File: config.mk
export PLATFORM = sky130hd
export DESIGN_NAME = round_controller
export DESIGN_NICKNAME = d
export VERILOG_FILES = /design/src/rtl/blackjack_pkg.sv /design/src/rtl/hand_accumulator.sv /design/src/rtl/round_controller.sv
export SDC_FILE = /design/constraint.sdc
export NUM_CORES = 1
export LEC_CHECK = 0
export CORE_MARGIN = 10
export CORE_UTILIZATION = 60
export DETAILED_ROUTE_END_ITERATION = 12
export DONT_BUFFER_PORTS = 1
export PLACE_DENSITY_LB_ADDON = 0.1
export SYNTH_ARGS = -nofsm -noshare
export SYNTH_HDL_FRONTEND = slang
export SYNTH_SLANG_ARGS = --single-unit
File: constraint.sdc
create_clock -name i_clk -period 3.6 [get_ports i_clk]
set_input_delay 0.72 -clock i_clk [delete_from_list [all_inputs] [get_ports i_clk]]
set_output_delay 0.72 -clock i_clk [all_outputs]
set_load 0.02 [all_outputs]
File: src/rtl/blackjack_pkg.sv
// Shared types and constants for the blackjack table: round states, outcomes,
// command codes from the command stage, and card helpers.
package blackjack_pkg;

    typedef enum logic [3:0] {
        ST_IDLE,
        ST_DEAL_P1,
        ST_DEAL_D1,
        ST_DEAL_P2,
        ST_DEAL_D2,
        ST_PLAYER_TURN,
        ST_PLAYER_DRAW,
        ST_DEALER_TURN,
        ST_DEALER_DRAW,
        ST_RESULT
    } round_state_t;

    typedef enum logic [2:0] {
        OUT_NONE      = 3'd0,
        OUT_WIN       = 3'd1,
        OUT_LOSE      = 3'd2,
        OUT_PUSH      = 3'd3,
        OUT_BLACKJACK = 3'd4
    } outcome_t;

    typedef enum logic [1:0] {
        CMD_NONE  = 2'd0,
        CMD_HIT   = 2'd1,
        CMD_STAND = 2'd2
    } gameCommand;

    localparam int BLACKJACK_TOTAL = 21;
    localparam int ACE_RANK        = 1;
    localparam int FACE_VALUE      = 10;
    localparam int RANK_MAX        = 13;

    function automatic logic rank_is_valid(input logic [3:0] rank);
        return (rank >= 4'(ACE_RANK)) && (rank <= 4'(RANK_MAX));
    endfunction

    // Aces count 1 here; the soft +10 is applied when the effective total is formed.
    function automatic logic [3:0] card_value(input logic [3:0] rank);
        return (rank > 4'(FACE_VALUE)) ? 4'(FACE_VALUE) : rank;
    endfunction

endpackage

File: src/rtl/hand_accumulator.sv
// One blackjack hand: running hard total, ace flag and the derived effective total.
module hand_accumulator
    import blackjack_pkg::*;
#(
    parameter int TOTAL_W = 5
) (
    input  logic               i_clk,
    input  logic               i_rst_n,
    input  logic               i_clear,
    input  logic               i_add,
    input  logic [3:0]         i_rank,
    output logic [TOTAL_W-1:0] o_hardTotal,
    output logic               o_aceFlag,
    output logic [TOTAL_W-1:0] o_effectiveTotal
);

    // NOTE: non-blocking assignments so both registers update from pre-edge values.
    always_ff @(posedge i_clk or negedge i_rst_n) begin
        if (!i_rst_n) begin
            o_hardTotal <= '0;
            o_aceFlag   <= 1'b0;
        end else if (i_clear) begin
            o_hardTotal <= '0;
            o_aceFlag   <= 1'b0;
        end else if (i_add) begin
            o_hardTotal <= o_hardTotal + TOTAL_W'(card_value(i_rank));
            if (i_rank == 4'(ACE_RANK)) begin
                o_aceFlag <= 1'b1;
            end
        end
    end

    // One ace may count as 11 as long as that does not push the hand past 21.
    assign o_effectiveTotal =
        (o_aceFlag && (o_hardTotal <= TOTAL_W'(BLACKJACK_TOTAL - FACE_VALUE)))
            ? o_hardTotal + TOTAL_W'(FACE_VALUE)
            : o_hardTotal;

endmodule

File: src/rtl/round_controller.sv
// Blackjack round sequencer: deals, runs player and dealer turns over the deck
// handshake, and settles the round outcome.
module round_controller
    import blackjack_pkg::*;
#(
    parameter int DEALER_STAND = 17,
    parameter int TOTAL_W      = 5
) (
    input  logic               i_clk,
    input  logic               i_rst_n,
    input  logic               i_dealButtonPushed,
    input  logic               i_ready,
    input  gameCommand         i_command,
    output logic               o_turnIndicator,
    output logic               o_cardReq,
    input  logic               i_cardValid,
    input  logic [3:0]         i_cardRank,
    output logic [TOTAL_W-1:0] o_playerTotal,
    output logic [TOTAL_W-1:0] o_dealerTotal,
    output logic [2:0]         o_outcome,
    output logic               o_roundDone
);

    round_state_t       state_q, state_d;
    outcome_t           outcome_q, outcome_d;
    logic [TOTAL_W-1:0] upcard_q, upcard_d;
    logic               reveal_q, reveal_d;

    logic               hand_clear, player_add, dealer_add;
    logic [TOTAL_W-1:0] player_hard, player_eff, dealer_hard, dealer_eff;
    logic               player_ace, dealer_ace;
    logic [TOTAL_W-1:0] player_next_eff, dealer_next_eff;
    logic               card_state, card_accept;

    // Effective total the hand would have once the presented card is added.
    function automatic logic [TOTAL_W-1:0] eff_with_card(
        input logic [TOTAL_W-1:0] hard,
        input logic               ace,
        input logic [3:0]         rank
    );
        logic [TOTAL_W-1:0] new_hard;
        logic               new_ace;
        new_hard = hard + TOTAL_W'(card_value(rank));
        new_ace  = ace || (rank == 4'(ACE_RANK));
        return (new_ace && (new_hard <= TOTAL_W'(BLACKJACK_TOTAL - FACE_VALUE)))
            ? new_hard + TOTAL_W'(FACE_VALUE) : new_hard;
    endfunction

    function automatic outcome_t settle(
        input logic [TOTAL_W-1:0] player,
        input logic [TOTAL_W-1:0] dealer
    );
        if (dealer > TOTAL_W'(BLACKJACK_TOTAL)) return OUT_WIN;
        if (player > dealer)                    return OUT_WIN;
        if (player < dealer)                    return OUT_LOSE;
        return OUT_PUSH;
    endfunction

    hand_accumulator #(.TOTAL_W(TOTAL_W)) u_player_hand (
        .i_clk            (i_clk),
        .i_rst_n          (i_rst_n),
        .i_clear          (hand_clear),
        .i_add            (player_add),
        .i_rank           (i_cardRank),
        .o_hardTotal      (player_hard),
        .o_aceFlag        (player_ace),
        .o_effectiveTotal (player_eff)
    );

    hand_accumulator #(.TOTAL_W(TOTAL_W)) u_dealer_hand (
        .i_clk            (i_clk),
        .i_rst_n          (i_rst_n),
        .i_clear          (hand_clear),
        .i_add            (dealer_add),
        .i_rank           (i_cardRank),
        .o_hardTotal      (dealer_hard),
        .o_aceFlag        (dealer_ace),
        .o_effectiveTotal (dealer_eff)
    );

    assign player_next_eff = eff_with_card(player_hard, player_ace, i_cardRank);
    assign dealer_next_eff = eff_with_card(dealer_hard, dealer_ace, i_cardRank);

    assign card_state  = (state_q == ST_DEAL_P1) || (state_q == ST_DEAL_D1) ||
                         (state_q == ST_DEAL_P2) || (state_q == ST_DEAL_D2) ||
                         (state_q == ST_PLAYER_DRAW) || (state_q == ST_DEALER_DRAW);
    assign card_accept = card_state && i_cardValid && rank_is_valid(i_cardRank);

    always_ff @(posedge i_clk or negedge i_rst_n) begin
        if (!i_rst_n) begin
            state_q   <= ST_IDLE;
            outcome_q <= OUT_NONE;
            upcard_q  <= '0;
            reveal_q  <= 1'b0;
        end else begin
            state_q   <= state_d;
            outcome_q <= outcome_d;
            upcard_q  <= upcard_d;
            reveal_q  <= reveal_d;
        end
    end

    always_comb begin
        // NOTE: every output gets a default first, so no branch can infer a latch.
        state_d    = state_q;
        outcome_d  = outcome_q;
        upcard_d   = upcard_q;
        reveal_d   = reveal_q;
        hand_clear = 1'b0;
        player_add = 1'b0;
        dealer_add = 1'b0;

        unique case (state_q)
            ST_IDLE, ST_RESULT: begin
                if (i_dealButtonPushed) begin
                    state_d    = ST_DEAL_P1;
                    outcome_d  = OUT_NONE;
                    upcard_d   = '0;
                    reveal_d   = 1'b0;
                    hand_clear = 1'b1;
                end
            end
            ST_DEAL_P1: begin
                if (card_accept) begin
                    player_add = 1'b1;
                    state_d    = ST_DEAL_D1;
                end
            end
            ST_DEAL_D1: begin
                if (card_accept) begin
                    dealer_add = 1'b1;
                    upcard_d   = dealer_next_eff;
                    state_d    = ST_DEAL_P2;
                end
            end
            ST_DEAL_P2: begin
                if (card_accept) begin
                    player_add = 1'b1;
                    state_d    = ST_DEAL_D2;
                end
            end
            ST_DEAL_D2: begin
                if (card_accept) begin
                    dealer_add = 1'b1;
                    if (player_eff == TOTAL_W'(BLACKJACK_TOTAL)) begin
                        state_d   = ST_RESULT;
                        outcome_d = (dealer_next_eff == TOTAL_W'(BLACKJACK_TOTAL))
                                    ? OUT_PUSH : OUT_BLACKJACK;
                    end else begin
                        state_d = ST_PLAYER_TURN;
                    end
                end
            end
            ST_PLAYER_TURN: begin
                if (i_ready) begin
                    case (i_command)
                        CMD_HIT:   state_d = ST_PLAYER_DRAW;
                        CMD_STAND: begin
                            state_d  = ST_DEALER_TURN;
                            reveal_d = 1'b1;
                        end
                        default:   state_d = ST_PLAYER_TURN;
                    endcase
                end
            end
            ST_PLAYER_DRAW: begin
                if (card_accept) begin
                    player_add = 1'b1;
                    if (player_next_eff > TOTAL_W'(BLACKJACK_TOTAL)) begin
                        state_d   = ST_RESULT;
                        outcome_d = OUT_LOSE;
                    end else if (player_next_eff == TOTAL_W'(BLACKJACK_TOTAL)) begin
                        state_d  = ST_DEALER_TURN;
                        reveal_d = 1'b1;
                    end else begin
                        state_d = ST_PLAYER_TURN;
                    end
                end
            end
            ST_DEALER_TURN: begin
                if (dealer_eff < TOTAL_W'(DEALER_STAND)) begin
                    state_d = ST_DEALER_DRAW;
                end else begin
                    state_d   = ST_RESULT;
                    outcome_d = settle(player_eff, dealer_eff);
                end
            end
            ST_DEALER_DRAW: begin
                if (card_accept) begin
                    dealer_add = 1'b1;
                    state_d    = ST_DEALER_TURN;
                end
            end
            default: state_d = ST_IDLE;
        endcase
    end

    assign o_turnIndicator = (state_q == ST_PLAYER_TURN);
    assign o_cardReq       = card_state;
    assign o_roundDone     = (state_q == ST_RESULT);
    assign o_playerTotal   = player_eff;
    // The hole card stays hidden until the dealer actually plays.
    assign o_dealerTotal   = reveal_q ? dealer_eff : upcard_q;
    assign o_outcome       = outcome_q;

endmodule

==> results of run 1 <==
-- worst min path at each step --
stage | start | end | slack [ps] | cells after the start
after floorplan | i_rst_n | o_outcome[0]$_DFFE_PN0P_ | 420 | 0
after global placement | i_rst_n | u_player_hand.o_hardTotal[2]$_DFFE_PN0P_ | 430 | 0
after detailed placement | i_rst_n | u_player_hand.o_hardTotal[2]$_DFFE_PN0P_ | 430 | 0
after CTS | i_rst_n | state_q[0]$_DFFE_PN0P_ | 110 | 0
after global routing | i_rst_n | state_q[0]$_DFFE_PN0P_ | 110 | 0
final | i_rst_n | u_dealer_hand.o_hardTotal[3]$_DFFE_PN0P_ | 120 | 0
-- power breakdown --
part / internal, mW / switching, mW
registers: 0.388 / 0.220
logic: 0.843 / 1.16
clock network: 0.0787 / 0.103
-- stage by stage --
stage               std cells  hold WS, ps  setup WS (ps)  power (mW)
finish                    398          121            161        2.80
global route              398          105           21.9        3.06
CTS                       398          115            193        2.78
detailed placement        394          425           -109        2.59
global placement          394          426           24.3        2.54
floorplan                 346          424           57.4        2.10
-- kinds of logic after synthesis --
family / after synthesis / share of synthesized area
simple gates: 121 / 0.219
flops: 25 / 0.225
fa+ha+maj: 25 / 0.117
compound gates: 102 / 0.256
xor+xnor: 18 / 0.0714
buf+inv: 42 / 0.0620
mux: 13 / 0.0507
-- layout make-up --
class,count,area [um2]
Clock inverter,1,7.51
Fill cell,396,1480
Multi-Input combinational cell,279,1990
Sequential cell,25,626
Clock buffer,3,41.3
Timing Repair Buffer,18,135
Tap cell,52,65.1
Inverter,20,75.1
-- state kept, by name, summed over array words and instances, names as in the netlist --
| register | cells |
|---|---|
| state_q | 4 |
| u_player_hand.o_aceFlag | 1 |
| o_outcome | 3 |
| u_dealer_hand.o_hardTotal | 5 |
| reveal_q | 1 |
| u_player_hand.o_hardTotal | 5 |
| upcard_q | 5 |
| u_dealer_hand.o_aceFlag | 1 |
-- cell usage in the layout, fill, tap and decap left out, drive strengths merged, types with 4 or more instances in the layout --
cell type,netlist,final
nand2,33,33
o21ai,28,28
dfrtp,25,25
nor2,22,22
nand3,21,21
ha,21,21
inv,20,20
a21oi,19,19
buf,5,18
o211ai,12,12
xnor2,11,11
xor2,7,7
nand2b,7,7
mux2i,7,7
mux2,6,6
a21o,5,5
nor3b,5,5
or2,5,5
nor2b,4,4
o21a,4,4
a31oi,4,4
nor3,4,4
-- layer usage --
layer,vias to the layer above,GRT usage
met1,1187,0.248
met2,97,0.310
li1,1252,-
met5,-,0
met4,0,0.0371
met3,8,0.0316
==> impl_metrics.yaml, run 1 <==
run_status:
  status: "complete, no violations"
yosys:
  synth-edff-count: 0
  synth_commonest_cells: "nand2_1, dfrtp_1, o21ai_0"
  synth_ff_type: "dfrtp_1"
  syn_area_um2: 2790
  async_flop_share: 1.00
  synth_area_leaders: "dfrtp_1, ha_1, nand2_1"
  syn_nets: 380
  synth.top_cell.area_share: 0.225
  yosys_warnings: 0
  yosysMostFrequentCell: "nand2_1"
  avgSynthCellArea_um2: 8.05
  synth_cells: 346
  yosysTopAreaCell: "dfrtp_1"
  yosysUniqueCellTypes: 67
  synth-seq-area-share: 0.225
  synth-seq-cells: 25
worst_setup_path:
  endpoint_kind: "flop"
  slowest_stage: "fa_1"
  r2r_slack_ps: 390
  crit_buf_inv: 1
  critPathMaxFanout: 5
  cp.depth: 13
  r2r-end: "o_outcome[1]$_DFFE_PN0P_"
  worstPathRequired_ps: 3770
  worstPathArrival_ps: 3610
  cp_common_cell: "ha_1"
  startpoint_type: "input port"
  worst-r2r-cell-count: 12
  worstSetupEndpoint: "o_outcome[1]$_DFFE_PN0P_"
  cp_top_family: "compound AO/OA/AOI/OAI gates"
  worst_path_largest_cell_delay_ps: 410
  crit_type: "in2reg"
  crit_start: "i_cardRank[1]"
  reg2reg_from: "u_player_hand.o_hardTotal[1]$_DFFE_PN0P_"
  path_cells: "o21ai_0, and2_1, ha_1, fa_1, xnor2_1, xnor2_2, inv_1, ha_1, a31o_1, a221oi_2, o211ai_2, a2bb2oi_4, mux2_1"
global_routing:
  grt_pass1_wl_um: 11900
  gr-total-overflow: 0
  grt_max_degree: 26
  grt_pass1_vias: 2433
  grt_util_all_layers: 0.186
  antenna_found_initial: 0
sta:
  tightest_slew_ps: 863
  slew_viol_final: 0
  hold_viol: 0
  max_slew_margin: 0.422
  fin_crit_ps: 3440
  fin_setup_tns_ps: 0
  rsz0062_at_grt: "false"
  setup_violations: 0
  max_freq_mhz: 291
  finalCritPeriodShare: 0.955
  fin_worst_skew_ps: 8.00
die:
  die_h_um: 88.1
  core.rowCount: 24
  initial_core_util: 0.631
  die_w_um: 88.1
  core_um2: 4410
  ios: 27
  dieArea_um2: 7770
route:
  wl_met1_um: 3130
  wire_per_inst_um: 17.9
  viasPerCell: 6.39
  vias: 2544
  wl_um: 7110
  dr.max_layer_used: "met4"
  met2RoutedLength_um: 3410
  drc_errors: 0
  met3_length_um: 520
  first_iter_violations: 241
  dr.pass1.iters: 5
  ant_nets: 0
cts:
  clk_pin_slew_ps: 100
  clk_latency_ps: 280
  htreeDepth: 1
  numCtsBuffers: 3
  clock_path_buffers: 2
  cts_resized: 0
  clockRootBuffer: "clkbuf_8"
  tritoncts: "built"
  postCtsSetupBuffers: 0
  hold_buffers: 0
  cts.sinks: 25
place:
  hpwl_um: 5490
  io_buffer_count: 0
  gp_congestion: 0.904
  postPlaceCellArea_um2: 2890
layout:
  stdcell_area_um2: 2940
  antennaDiodeCount: 0
  layout-drive-gt1-share: 0.121
  nets: 381
  final_core_util: 0.666
  synthToLayoutAreaGrowth_pct: 5.43
job:
  cap_violations: 0
pwr:
  leakagePower_nw: 1.34
  vdd_ir_drop_max_uv: 526
  powerDensity_nw_per_um2: 952
hold_path:
  hold_path_class: "in2async"
(Power assumes the default switching activity.)
==> run 2: changes to the inputs <==
- clock period: 3.6 -> 3.5 ns (I/O delays scaled with it)
==> run 2 against run 1 <==
Net effect: critical endpoint unchanged; final cell count grew 0.25%; highest routed layer unchanged; first-iteration DRC count shrank 34%; clock skew grew 2.7 ps; combinational power is essentially flat; power grew 2.4%; sequential power grew 3.8%.
==> impl_metrics.yaml, run 2 (synthesis gave the netlist of run 1 again) <==
pwr:
  p_comb_frac: 0.713
  powerDensity_nw_per_um2: 970
  p_switching_mw: 1.51
  leakagePower_nw: 1.35
  pwr-share-clk: 0.067
  pwr-share-seq: 0.220
  swShare: 0.526
  vdd_ir_drop_max_uv: 535
  power.internal_mw: 1.36
sta:
  hold_viol: 0
  fin_ws_ps: 172
  tightest_slew_ps: 842
  finalCritPeriodShare: 0.951
  setup_violations: 0
  fin_setup_tns_ps: 0
  max_slew_margin: 0.436
  fin_worst_skew_ps: 10.7
  fin_crit_ps: 3330
  rsz0062_at_grt: "false"
  max_freq_mhz: 300
  slew_viol_final: 0
global_routing:
  busiest_layer: "met2"
  met2_usage: 0.301
  grt_pass1_wl_um: 11400
  use_met1: 0.233
  grtUsageMet3: 0.0371
  antenna_found_initial: 0
  gr-total-overflow: 0
  grt_pass1_vias: 2317
  grt_max_degree: 26
  grt_util_all_layers: 0.179
cts:
  clk_latency_ps: 280
  hold_buffers: 0
  cts.sinks: 25
  cts_resized: 0
  clk_pin_slew_ps: 110
  clockRootBuffer: "clkbuf_8"
  htreeDepth: 1
  tritoncts: "built"
  clock_path_buffers: 2
  postCtsSetupBuffers: 0
  numCtsBuffers: 3
place:
  postPlaceCellArea_um2: 2900
  gp_congestion: 0.878
  io_buffer_count: 0
  post-place-ws_ps: -141
  hpwl_um: 5380
worst_setup_path:
  worstPathArrival_ps: 3510
  crit_type: "in2reg"
  startpoint_type: "input port"
  critPathMaxFanout: 5
  endpoint_kind: "flop"
  worstPathRequired_ps: 3680
layout:
  synthToLayoutAreaGrowth_pct: 5.97
  stdcell_area_um2: 2950
  fillerInstances: 393
  antennaDiodeCount: 0
  layout_commonest_cell: "nand2_1"
  reg.largest.list: "u_dealer_hand.o_hardTotal: 5 flops, u_player_hand.o_hardTotal: 5 flops, upcard_q: 5 flops"
  layout-drive-gt1-share: 0.127
  final_cell_mix: "nand2_1, dfrtp_1, o21ai_0"
  nets: 382
die:
  core.rowCount: 24
  core_um2: 4410
  die_h_um: 88.1
  dieArea_um2: 7770
  initial_core_util: 0.631
  die_w_um: 88.1
  ios: 27
run_status:
  status: "complete, no violations"
route:
  first_iter_violations: 159
  ant_nets: 0
  drc_errors: 0
  vias: 2527
  wire_per_inst_um: 17.4
  wl_um: 6950
  viasPerCell: 6.33
  dr.pass1.iters: 5
job:
  cap_violations: 0
hold_path:
  hold_path_class: "in2async"
==> run 2: changes by cell type in the layout (fill, tap and decap cells not counted) <==
cell | before | now
buf_4 | 18 | 19
xnor2_1 | 7 | 6
xnor2_2 | 3 | 4
==> run 2: per-layer routing <==
| layer | part of all wire | wire (um) |
|---|---|---|
| met2 | 0.48 | 3350 |
| met5 | 0 | 0 |
| met4 | 0.0030 | 21 |
| met1 | 0.45 | 3110 |
| met3 | 0.066 | 460 |
==> run 2: final timing paths <==
kind                                       endpoint  slack, ps                                      from  cells after the start
max in group asynchronous    state_q[1]$_DFFE_PN0P_       3330                                   i_rst_n                      0
hold reg to reg             upcard_q[4]$_DFFE_PN0P_        520                   upcard_q[4]$_DFFE_PN0P_                      2
setup reg to reg           o_outcome[1]$_DFFE_PN0P_        350  u_player_hand.o_hardTotal[1]$_DFFE_PN0P_                     12
setup / recovery           o_outcome[1]$_DFFE_PN0P_        170                             i_cardRank[1]                     13
min in group i_clk          upcard_q[4]$_DFFE_PN0P_        520                   upcard_q[4]$_DFFE_PN0P_                      2
hold / removal               state_q[2]$_DFFE_PN0P_         90                                   i_rst_n                      0
==> run 2: area by class of cell <==
cell class | instances | area (um2) | share of cell area
clock buffer | 3 | 41.3 | 0.0140
clock inverter | 1 | 7.51 | 0.00254
inverter | 20 | 75.1 | 0.0254
multi-input combinational | 279 | 2000 | 0.676
sequential | 25 | 626 | 0.212
tap | 52 | 65.1 | 0.0220
timing repair buffer | 19 | 143 | 0.0483
==> run 2: metrics by stage <==
| stage | cells | total power, mW | hold WS [ps] | util |
|---|---|---|---|---|
| final | 399 | 2.86 | 93.5 | 0.669 |
| after global routing | 399 | 3.14 | 83.4 | 0.669 |
| after CTS | 399 | 2.86 | 99.7 | 0.669 |
| after detailed placement | 395 | 2.66 | 405 | 0.658 |
| after global placement | 395 | 2.62 | 405 | 0.658 |
| after floorplan | 346 | 2.17 | 404 | - |
==> run 2: power groups by stage <==
stage	logic [mW]	clock network [mW]	registers, mW
floorplan	1.67	0	0.500
global placement	1.99	0	0.627
detailed placement	2.03	0	0.631
CTS	2.04	0.189	0.625
global route	2.28	0.199	0.655
finish	2.04	0.192	0.631
==> run 2: worst max-delay path, stage by stage <==
cell       delay [ps]
o21ai_0            50
and2_1            180
ha_1              210
fa_1              440
xnor2_2           210
xnor2_2           150
inv_1              90
ha_1              200
a31o_1            230
a221oi_2          290
o211ai_2          160
a2bb2oi_4         240
mux2_1            340
